--- src/rtl/vga_mode_switch_ctrl.sv ---
// vga_mode_switch_ctrl: sequences a VGA resolution change (drain frame, blank, reclock, settle, re-enable).
// Resolution code: 0=640x480 1=800x600 2=1024x768 3=1280x1024. Define VGA_MODE_SWITCH_BOOT_EN to configure DEFAULT_RES at boot.
module vga_mode_switch_ctrl #(
  parameter int         TIMEOUT_CYCLES = 1000000,
  parameter int         MAX_RETRY      = 2,
  parameter int         SETTLE_CYCLES  = 256,
  parameter logic [1:0] DEFAULT_RES    = 2'd1
) (
  input  logic       clk_100m_i,
  input  logic       arstn_i,
  input  logic       req_valid_i,
  input  logic [1:0] req_res_i,
  output logic       req_ready_o,
  input  logic       frame_end_i,
  output logic       disp_en_o,
  output logic       gen_req_o,
  output logic [1:0] gen_res_o,
  input  logic       gen_valid_i,
  output logic [1:0] cur_res_o,
  output logic       busy_o,
  output logic       done_o,
  output logic       err_o
);
  localparam int TW = (TIMEOUT_CYCLES > 1) ? $clog2(TIMEOUT_CYCLES) : 1;
  localparam int SW = (SETTLE_CYCLES > 0) ? $clog2(SETTLE_CYCLES + 1) : 1;
  localparam int RW = (MAX_RETRY > 0) ? $clog2(MAX_RETRY + 1) : 1;
  typedef enum logic [2:0] {IDLE_S, DRAIN_S, REQ_S, WAIT_VALID_S, SETTLE_S, ERR_S, BOOT_S} state_e;
`ifdef VGA_MODE_SWITCH_BOOT_EN
  localparam state_e RST_STATE = BOOT_S;
  localparam logic   RST_DISP  = 1'b0;
`else
  localparam state_e RST_STATE = IDLE_S;
  localparam logic   RST_DISP  = 1'b1;
`endif
  state_e        state_q, state_d;
  logic          disp_en_q, disp_en_d, err_q, err_d;
  logic [1:0]    gen_res_q, gen_res_d, cur_res_q, cur_res_d;
  logic [TW-1:0] tmo_q, tmo_d;
  logic [SW-1:0] set_q, set_d;
  logic [RW-1:0] retry_q, retry_d;
  always_ff @(posedge clk_100m_i or negedge arstn_i) begin
    if (!arstn_i) begin
      state_q   <= RST_STATE;
      disp_en_q <= RST_DISP;
      err_q     <= 1'b0;
      gen_res_q <= DEFAULT_RES;
      cur_res_q <= DEFAULT_RES;
      tmo_q     <= '0;
      set_q     <= '0;
      retry_q   <= '0;
    end else begin
      state_q   <= state_d;
      disp_en_q <= disp_en_d;
      err_q     <= err_d;
      gen_res_q <= gen_res_d;
      cur_res_q <= cur_res_d;
      tmo_q     <= tmo_d;
      set_q     <= set_d;
      retry_q   <= retry_d;
    end
  end
  always_comb begin
    state_d   = state_q;
    disp_en_d = disp_en_q;
    err_d     = err_q;
    gen_res_d = gen_res_q;
    cur_res_d = cur_res_q;
    tmo_d     = tmo_q;
    set_d     = set_q;
    retry_d   = retry_q;
    case (state_q)
      IDLE_S: if (req_valid_i) begin
        gen_res_d = req_res_i;
        err_d     = 1'b0;
        retry_d   = '0;
        state_d   = DRAIN_S;
      end
      // a display already blanked by a failed attempt has no frame to drain
      DRAIN_S: if (!disp_en_q) state_d = REQ_S;
        else if (frame_end_i) begin
          disp_en_d = 1'b0;
          state_d   = REQ_S;
        end
      REQ_S: begin
        tmo_d   = '0;
        state_d = WAIT_VALID_S;
      end
      WAIT_VALID_S: if (gen_valid_i) begin
        set_d   = '0;
        state_d = SETTLE_S;
      end else if (tmo_q == TW'(TIMEOUT_CYCLES - 1)) begin
        retry_d = (retry_q < RW'(MAX_RETRY)) ? retry_q + RW'(1) : retry_q;
        state_d = (retry_q < RW'(MAX_RETRY)) ? REQ_S : ERR_S;
      end else tmo_d = tmo_q + TW'(1);
      SETTLE_S: if (set_q == SW'(SETTLE_CYCLES)) begin
        cur_res_d = gen_res_q;
        disp_en_d = 1'b1;
        state_d   = IDLE_S;
      end else set_d = set_q + SW'(1);
      ERR_S: begin
        err_d   = 1'b1;
        state_d = IDLE_S;
      end
      BOOT_S: begin
        gen_res_d = DEFAULT_RES;
        disp_en_d = 1'b0;
        err_d     = 1'b0;
        retry_d   = '0;
        state_d   = REQ_S;
      end
      default: state_d = IDLE_S;
    endcase
  end
  assign req_ready_o = state_q == IDLE_S;
  assign busy_o      = state_q != IDLE_S;
  assign gen_req_o   = state_q == REQ_S;
  assign done_o      = (state_q == SETTLE_S) && (set_q == SW'(SETTLE_CYCLES));
  assign disp_en_o   = disp_en_q;
  assign gen_res_o   = gen_res_q;
  assign cur_res_o   = cur_res_q;
  assign err_o       = err_q;
endmodule

--- config.mk ---
export PLATFORM = sky130hd
export DESIGN_NAME = vga_mode_switch_ctrl
export DESIGN_NICKNAME = d
export VERILOG_FILES = /design/src/rtl/vga_mode_switch_ctrl.sv
export SDC_FILE = /design/constraint.sdc
export NUM_CORES = 1
export LEC_CHECK = 0
export CELL_PAD_IN_SITES_DETAIL_PLACEMENT = 0
export CELL_PAD_IN_SITES_GLOBAL_PLACEMENT = 1
export CORE_MARGIN = 2
export CORE_UTILIZATION = 45
export DETAILED_ROUTE_END_ITERATION = 10
export HOLD_SLACK_MARGIN = 0.02
export PLACE_DENSITY_LB_ADDON = 0.1
export SKIP_LAST_GASP = 1
export SLEW_MARGIN = 20
export SYNTH_ARGS = -nofsm -noshare
export SYNTH_HDL_FRONTEND = slang
export SYNTH_SLANG_ARGS = --single-unit
--- constraint.sdc ---
create_clock -name clk_100m_i -period 6.9 [get_ports clk_100m_i]
set_clock_uncertainty 0.05 [all_clocks]
set_input_delay 0.69 -clock clk_100m_i [delete_from_list [all_inputs] [get_ports clk_100m_i]]
set_output_delay 0.69 -clock clk_100m_i [all_outputs]
set_load 0.02 [all_outputs]
Word level (Yosys, flattened, before mapping)

Index checks and enable logic that the tools add are counted.
Widths: inputs -> output; s select.

Bits in writable memories: 0
Word-level logic and storage cells: 74
Input bits: 7
Memories kept: 0
Bits in registers: 40
ROM bits: 0
Bits in latches: 0

Shift-type cells: 0
$add $sub $neg: 3
Div/mod/pow operators: 0
Multiplexer cells: 27
Reduce and logical (&&, ||, !) cells: 17
Order comparisons: 1
Bitwise gates (word level): 0
Equality and inequality tests: 18
Multiply operators: 0

Operators by type and width:

| operator              | number |
|---|---|
| $mux 20               | 2 |
| $pmux 20 s2           | 1 |
| $mux 3                | 7 |
| $add 20x1->20 const B | 1 |
| $eq 20x20->1 const B  | 1 |
| $mux 9                | 2 |
| $pmux 3 s6            | 1 |
| $pmux 9 s2            | 1 |
| $ne 2x2->1 const B    | 8 |
| $reduce_bool 3->1     | 4 |
| $mux 2                | 5 |
| $add 9x1->9 const B   | 1 |
| $eq 3x3->1 const B    | 3 |
| $eq 9x9->1 const B    | 1 |
| $reduce_and 2->1      | 4 |
| $eq 3x2->1 const B    | 2 |
| $ne 3x3->1 const B    | 2 |
| $pmux 1 s3            | 2 |
| $pmux 2 s3            | 1 |
| $reduce_and 3->1      | 2 |
| $reduce_bool 2->1     | 3 |
| $reduce_and 5->1      | 1 |
| $mux 1                | 4 |
| $pmux 2 s2            | 1 |
| 6 further kinds       | 6 |

Depth between registers and ports, before layout

Word-level depth: 5
Depth in mapped cells: 8
Gate-level depth less buffers: 7

Worst setup path before layout

Ideal clock, no wire load.

Path kind: register -> register
From: register tmo_q[12]
To: register tmo_q[16]
Slack: 4739 ps
Stages on the path, launching flop included: 8
Data required time: 6771 ps
Arrival time: 2032 ps
Setup time: 79 ps
Path through: dfrtp_1 -> or4b_1 -> or4_1 -> buf_6 -> o21a_1 -> buf_6 -> nand4_1 -> mux2i_1

Longest elaborated chain between the ends: 4

Ends and longest elaborated chain:

| item                     | line | RTL |
|---|---|---|
| start: declaration       | 38   | `logic [TW-1:0] tmo_q, tmo_d;` |
| start signal: assignment | 57   | `tmo_q <= tmo_d;` |
| $add 20x1->20            | 94   | `end else tmo_d = tmo_q + TW'(1);` |
| $mux 20                  | 91   | `end else if (tmo_q == TW'(TIMEOUT_CYCLES - 1)) begin` |
| $mux 20                  | 88   | `WAIT_VALID_S: if (gen_valid_i) begin` |
| $pmux 20 s2              | 71   | `case (state_q)` |

Parallel ways exist; a longest one is shown, timed or not. The select of a mux whose other input is x is not followed.
A chain may end at the register's enable or synchronous reset.

Worst setup path in the final report

From: register state_q[0]
To: output done_o

Longest elaborated chain between the ends: 2

Ends and longest elaborated chain:

| item                     | line | RTL |
|---|---|---|
| start: declaration       | 35   | `state_e state_q, state_d;` |
| start signal: assignment | 52   | `state_q <= state_d;` |
| $eq 3x3->1               | 117  | `assign done_o = (state_q == SETTLE_S) && (set_q == SW'(SETTLE_CYCLES));` |
| $logic_and 1x1->1        | 117  |  |
| end: declaration         | 21   | `output logic done_o,` |

Every way passes these cells.

==> summary by stage <==
CTS
The clock passes through at most 2 buffers. The hold buffer count at CTS is 0. Clock tree synthesis selected as its root buffer the cell sky130_fd_sc_hd__clkbuf_8. The clock slew seen by the registers of the worst setup and hold paths is 80 ps.

CTS saw 40 sinks. The number of cells upsized or downsized after cts is 0. Buffers added to address setup during post-CTS repair amount to 0.

TritonCTS built the clock tree. The latest clock arrival within the worst-skew pair is 300 ps. The number of buffers added by the clock tree synthesis step is 5. The H-tree was split into 2 levels.

Setup path
The critical path capture point type is a primary output. The worst setup path is of the flip-flop to primary output kind. The required time at the worst-slack endpoint is between 6000 and 7000 ps.

The reg-to-reg setup timing slack is 4240 ps. STA puts the critical path data arrival time at between 2000 and 2500 ps. STA classifies the critical path startpoint as a flip-flop. The largest fanout of any net on the critical path is 17.

Global routing
For met3 alone, demand over resource in global routing was 0.0366. met2 is the most crowded layer. The total routing usage reported by global routing is 0.205. For met2 alone, demand over resource in global routing was 0.341. The pin count of the biggest net entering global routing is 41. The number of global-route vias before repair is 1822.

In the global route stage, met1 resource usage came out at 0.275. The first global-routing pass estimated around 8.7 mm of wire. The number of antenna violations at the first check in global routing is 0.

Summed over all layers, the global routing overflow is 0.

Timing
Based on the critical path, the design can be clocked at up to between 300 and 400 MHz. The part of the cycle the worst path needs is 0.432. The number of pins with negative max-slew slack in the final report came to 0.

Setup repair after global routing left no endpoint under its margin. The worst-case hold slack is 431 ps. The number of hold-slack violations in the final timing report is 0. Setup slack on the critical path of the routed design comes to 3920 ps. Setup violations remaining at the end of the flow were counted as 0. For the pin with the worst max-slew slack, the measured transition is 884 ps. The worst path in the final design needs a cycle of 2980 ps, including I/O delays and setup.

For the final routed database, the setup TNS stands at 0 ps. The worst pin sits at a relative slew slack of 0.411.

Place
The wire-length estimate of the detail-placed layout is around 3.4 mm. At the end of routability-driven placement, the weighted congestion stood at 0.809. Timing analysis after detailed placement gives a worst setup slack of 4220 ps. The count of buffers added on input and output ports is 16.

Synthesis
The distinct cell type count of the synthesized netlist is 49. The number of cells produced by synthesis is 252. The Yosys step of the flow raised 0 warnings.

The number of flops mapped to enable cells by yosys is 0. Of all flip-flops after synthesis, the portion carrying an async set or reset was 1.00. The predominant post-synthesis flop cell is sky130_fd_sc_hd__dfrtp_1. The average cell area after synthesis is 8.83 um^2.

The synthesized net count is between 200 and 300. The part of the Yosys area used for sequential elements is 0.451. The area of the mapped netlist is 2230 um^2. The register bit count reported by yosys is 40.

Job
The count of max-cap constraint violations is 0.

Final layout
For this run, the share of the core covered by cells in the final layout is 0.525. The combined area of the multi-input logic cells is 1120 um^2. The library cell used most frequently in the layout, excluding fill and tap cells, is sky130_fd_sc_hd__dfrtp_1. In the final layout, the share of cells above drive strength 1 is 0.0682. The register area is 1000 um^2.

For this run, the post-layout net count is 273. The growth of design area from synthesis to finish is 12.2%. The total inserted antenna cells is 0. The number of fill cells in the layout is just under 500. In the layout the commonest cells are sky130_fd_sc_hd__dfrtp_1 (37), sky130_fd_sc_hd__nand2_1 (30), sky130_fd_sc_hd__nor2_1 (21).

Pwr
For this design the ratio of total power to cell area is 315 nW/um^2. The leakage power total is 1.04 nW. IR analysis of the VDD net gives a maximum drop of 126 uV.

The completed layout was analyzed and its total power is 0.786 mW.

Route
The violation count after the first detailed-routing iteration is 94. In this run the remaining antenna-violating nets after routing total 0. The first detailed-routing pass ran for 4 iterations. The count of unresolved DRC violations after routing is 0. The routed via count is 1869. The detailed-route vias per instance is 5.65. The wire length reported by the detailed router is 4.97 mm.

In the final routed layout, each cell accounts on average for around 15 um.

Floorplan
For this configuration, the core starts out at a cell density of 0.468. During I/O placement, the number of pins put on the boundary was 17. The placement row count is 25. The die outline area is 5520 um^2. The floorplan die width is 74.3 um.

The die outline height is between 70 and 80 um. The floorplan step defined a core boundary enclosing roughly 4800 um^2.

Worst hold path
The min-delay analysis places its worst path in the category flip-flop to flip-flop.

Run status
The run finished with clean final reports.
[routing by layer]
metal / vias up / wire length, um
met1: 893 / 2480
met3: 6 / 123
li1: 942 / -
met4: 0 / 61
met2: 28 / 2300
met5: - / 0
[cells in the mapped netlist (all sizes together), types with 2 or more instances]
| master | instances | share of area |
|---|---|---|
| clkbuf | 10 | 0.017 |
| and2 | 2 | 0.0056 |
| nor4b | 4 | 0.016 |
| nor3 | 7 | 0.018 |
| a41oi | 2 | 0.0079 |
| o21a | 3 | 0.010 |
| o21ai | 28 | 0.068 |
| buf | 2 | 0.010 |
| inv | 10 | 0.017 |
| dfstp | 3 | 0.035 |
| nand4 | 9 | 0.025 |
| nand2 | 31 | 0.053 |
| o31ai | 5 | 0.023 |
| nor2 | 21 | 0.035 |
| ha | 3 | 0.017 |
| mux2i | 4 | 0.018 |
| xor2 | 3 | 0.012 |
| a32oi | 2 | 0.0079 |
| nand2b | 3 | 0.0084 |
| and3 | 3 | 0.0084 |
| a21oi | 14 | 0.031 |
| dfrtp | 37 | 0.42 |
| and4 | 2 | 0.0079 |
| nand3 | 16 | 0.036 |
| a31oi | 10 | 0.028 |
[layout make-up]
cell class              instances  area share
multi-input cells             190       0.450
flip-flops and latches         40       0.402
repair buffers                 16      0.0621
well taps                      67      0.0336
clock buffers                   6      0.0331
inverters                      10      0.0150
clock inverters                 2     0.00401
[critical path: stages (launching register included)]
cell	delay, ps
sky130_fd_sc_hd__dfrtp_1	550
sky130_fd_sc_hd__nor3b_1	470
sky130_fd_sc_hd__nand3_1	210
sky130_fd_sc_hd__inv_1	110
sky130_fd_sc_hd__clkdlybuf4s50_1	600
[state kept, by name, indices dropped and copies added, names as in the netlist]
signal	flops
disp_en_o	1
set_q	9
tmo_q	20
cur_res_o	2
state_q	3
retry_q	2
gen_res_o	2
err_o	1
[path summary, 6_finish.rpt]
check | startpoint | to | cells after the start
max | state_q[0] | done_o | 4
min in group asynchronous | arstn_i | set_q[4] | 1
min reg2reg | cur_res_o[0] | cur_res_o[0] | 2
min | cur_res_o[0] | cur_res_o[0] | 2
max in group asynchronous | arstn_i | tmo_q[7] | 1
max reg2reg | state_q[0] | tmo_q[16] | 5
[cells by family (layout without fill, tap and decap cells)]
kind of cell,Yosys count,after routing,share of synthesized area
multiplexers,4,4,0.0180
buffers and inverters,22,34,0.0438
adder cells (fa/ha/maj),3,3,0.0169
AO/OA/AOI/OAI,73,73,0.211
XOR/XNOR,3,3,0.0118
AND/OR/NAND/NOR,107,107,0.247
flip-flops,40,40,0.451
[where the power goes]
group          internal, mW  leakage, nW  switching, mW  total (mW)
Sequential            0.264        0.539         0.0503       0.314
Combinational         0.112        0.446          0.195       0.307
Clock                0.0799       0.0510         0.0855       0.165
[through the flow]
| stage | area [um^2] | instances |
|---|---|---|
| floorplan | 2230 | 252 |
| global placement | 2400 | 323 |
| detailed placement | 2400 | 323 |
| CTS | 2500 | 331 |
| global route | 2500 | 331 |
| finish | 2500 | 331 |
No activity file was read; power rests on OpenSTA's default activity.
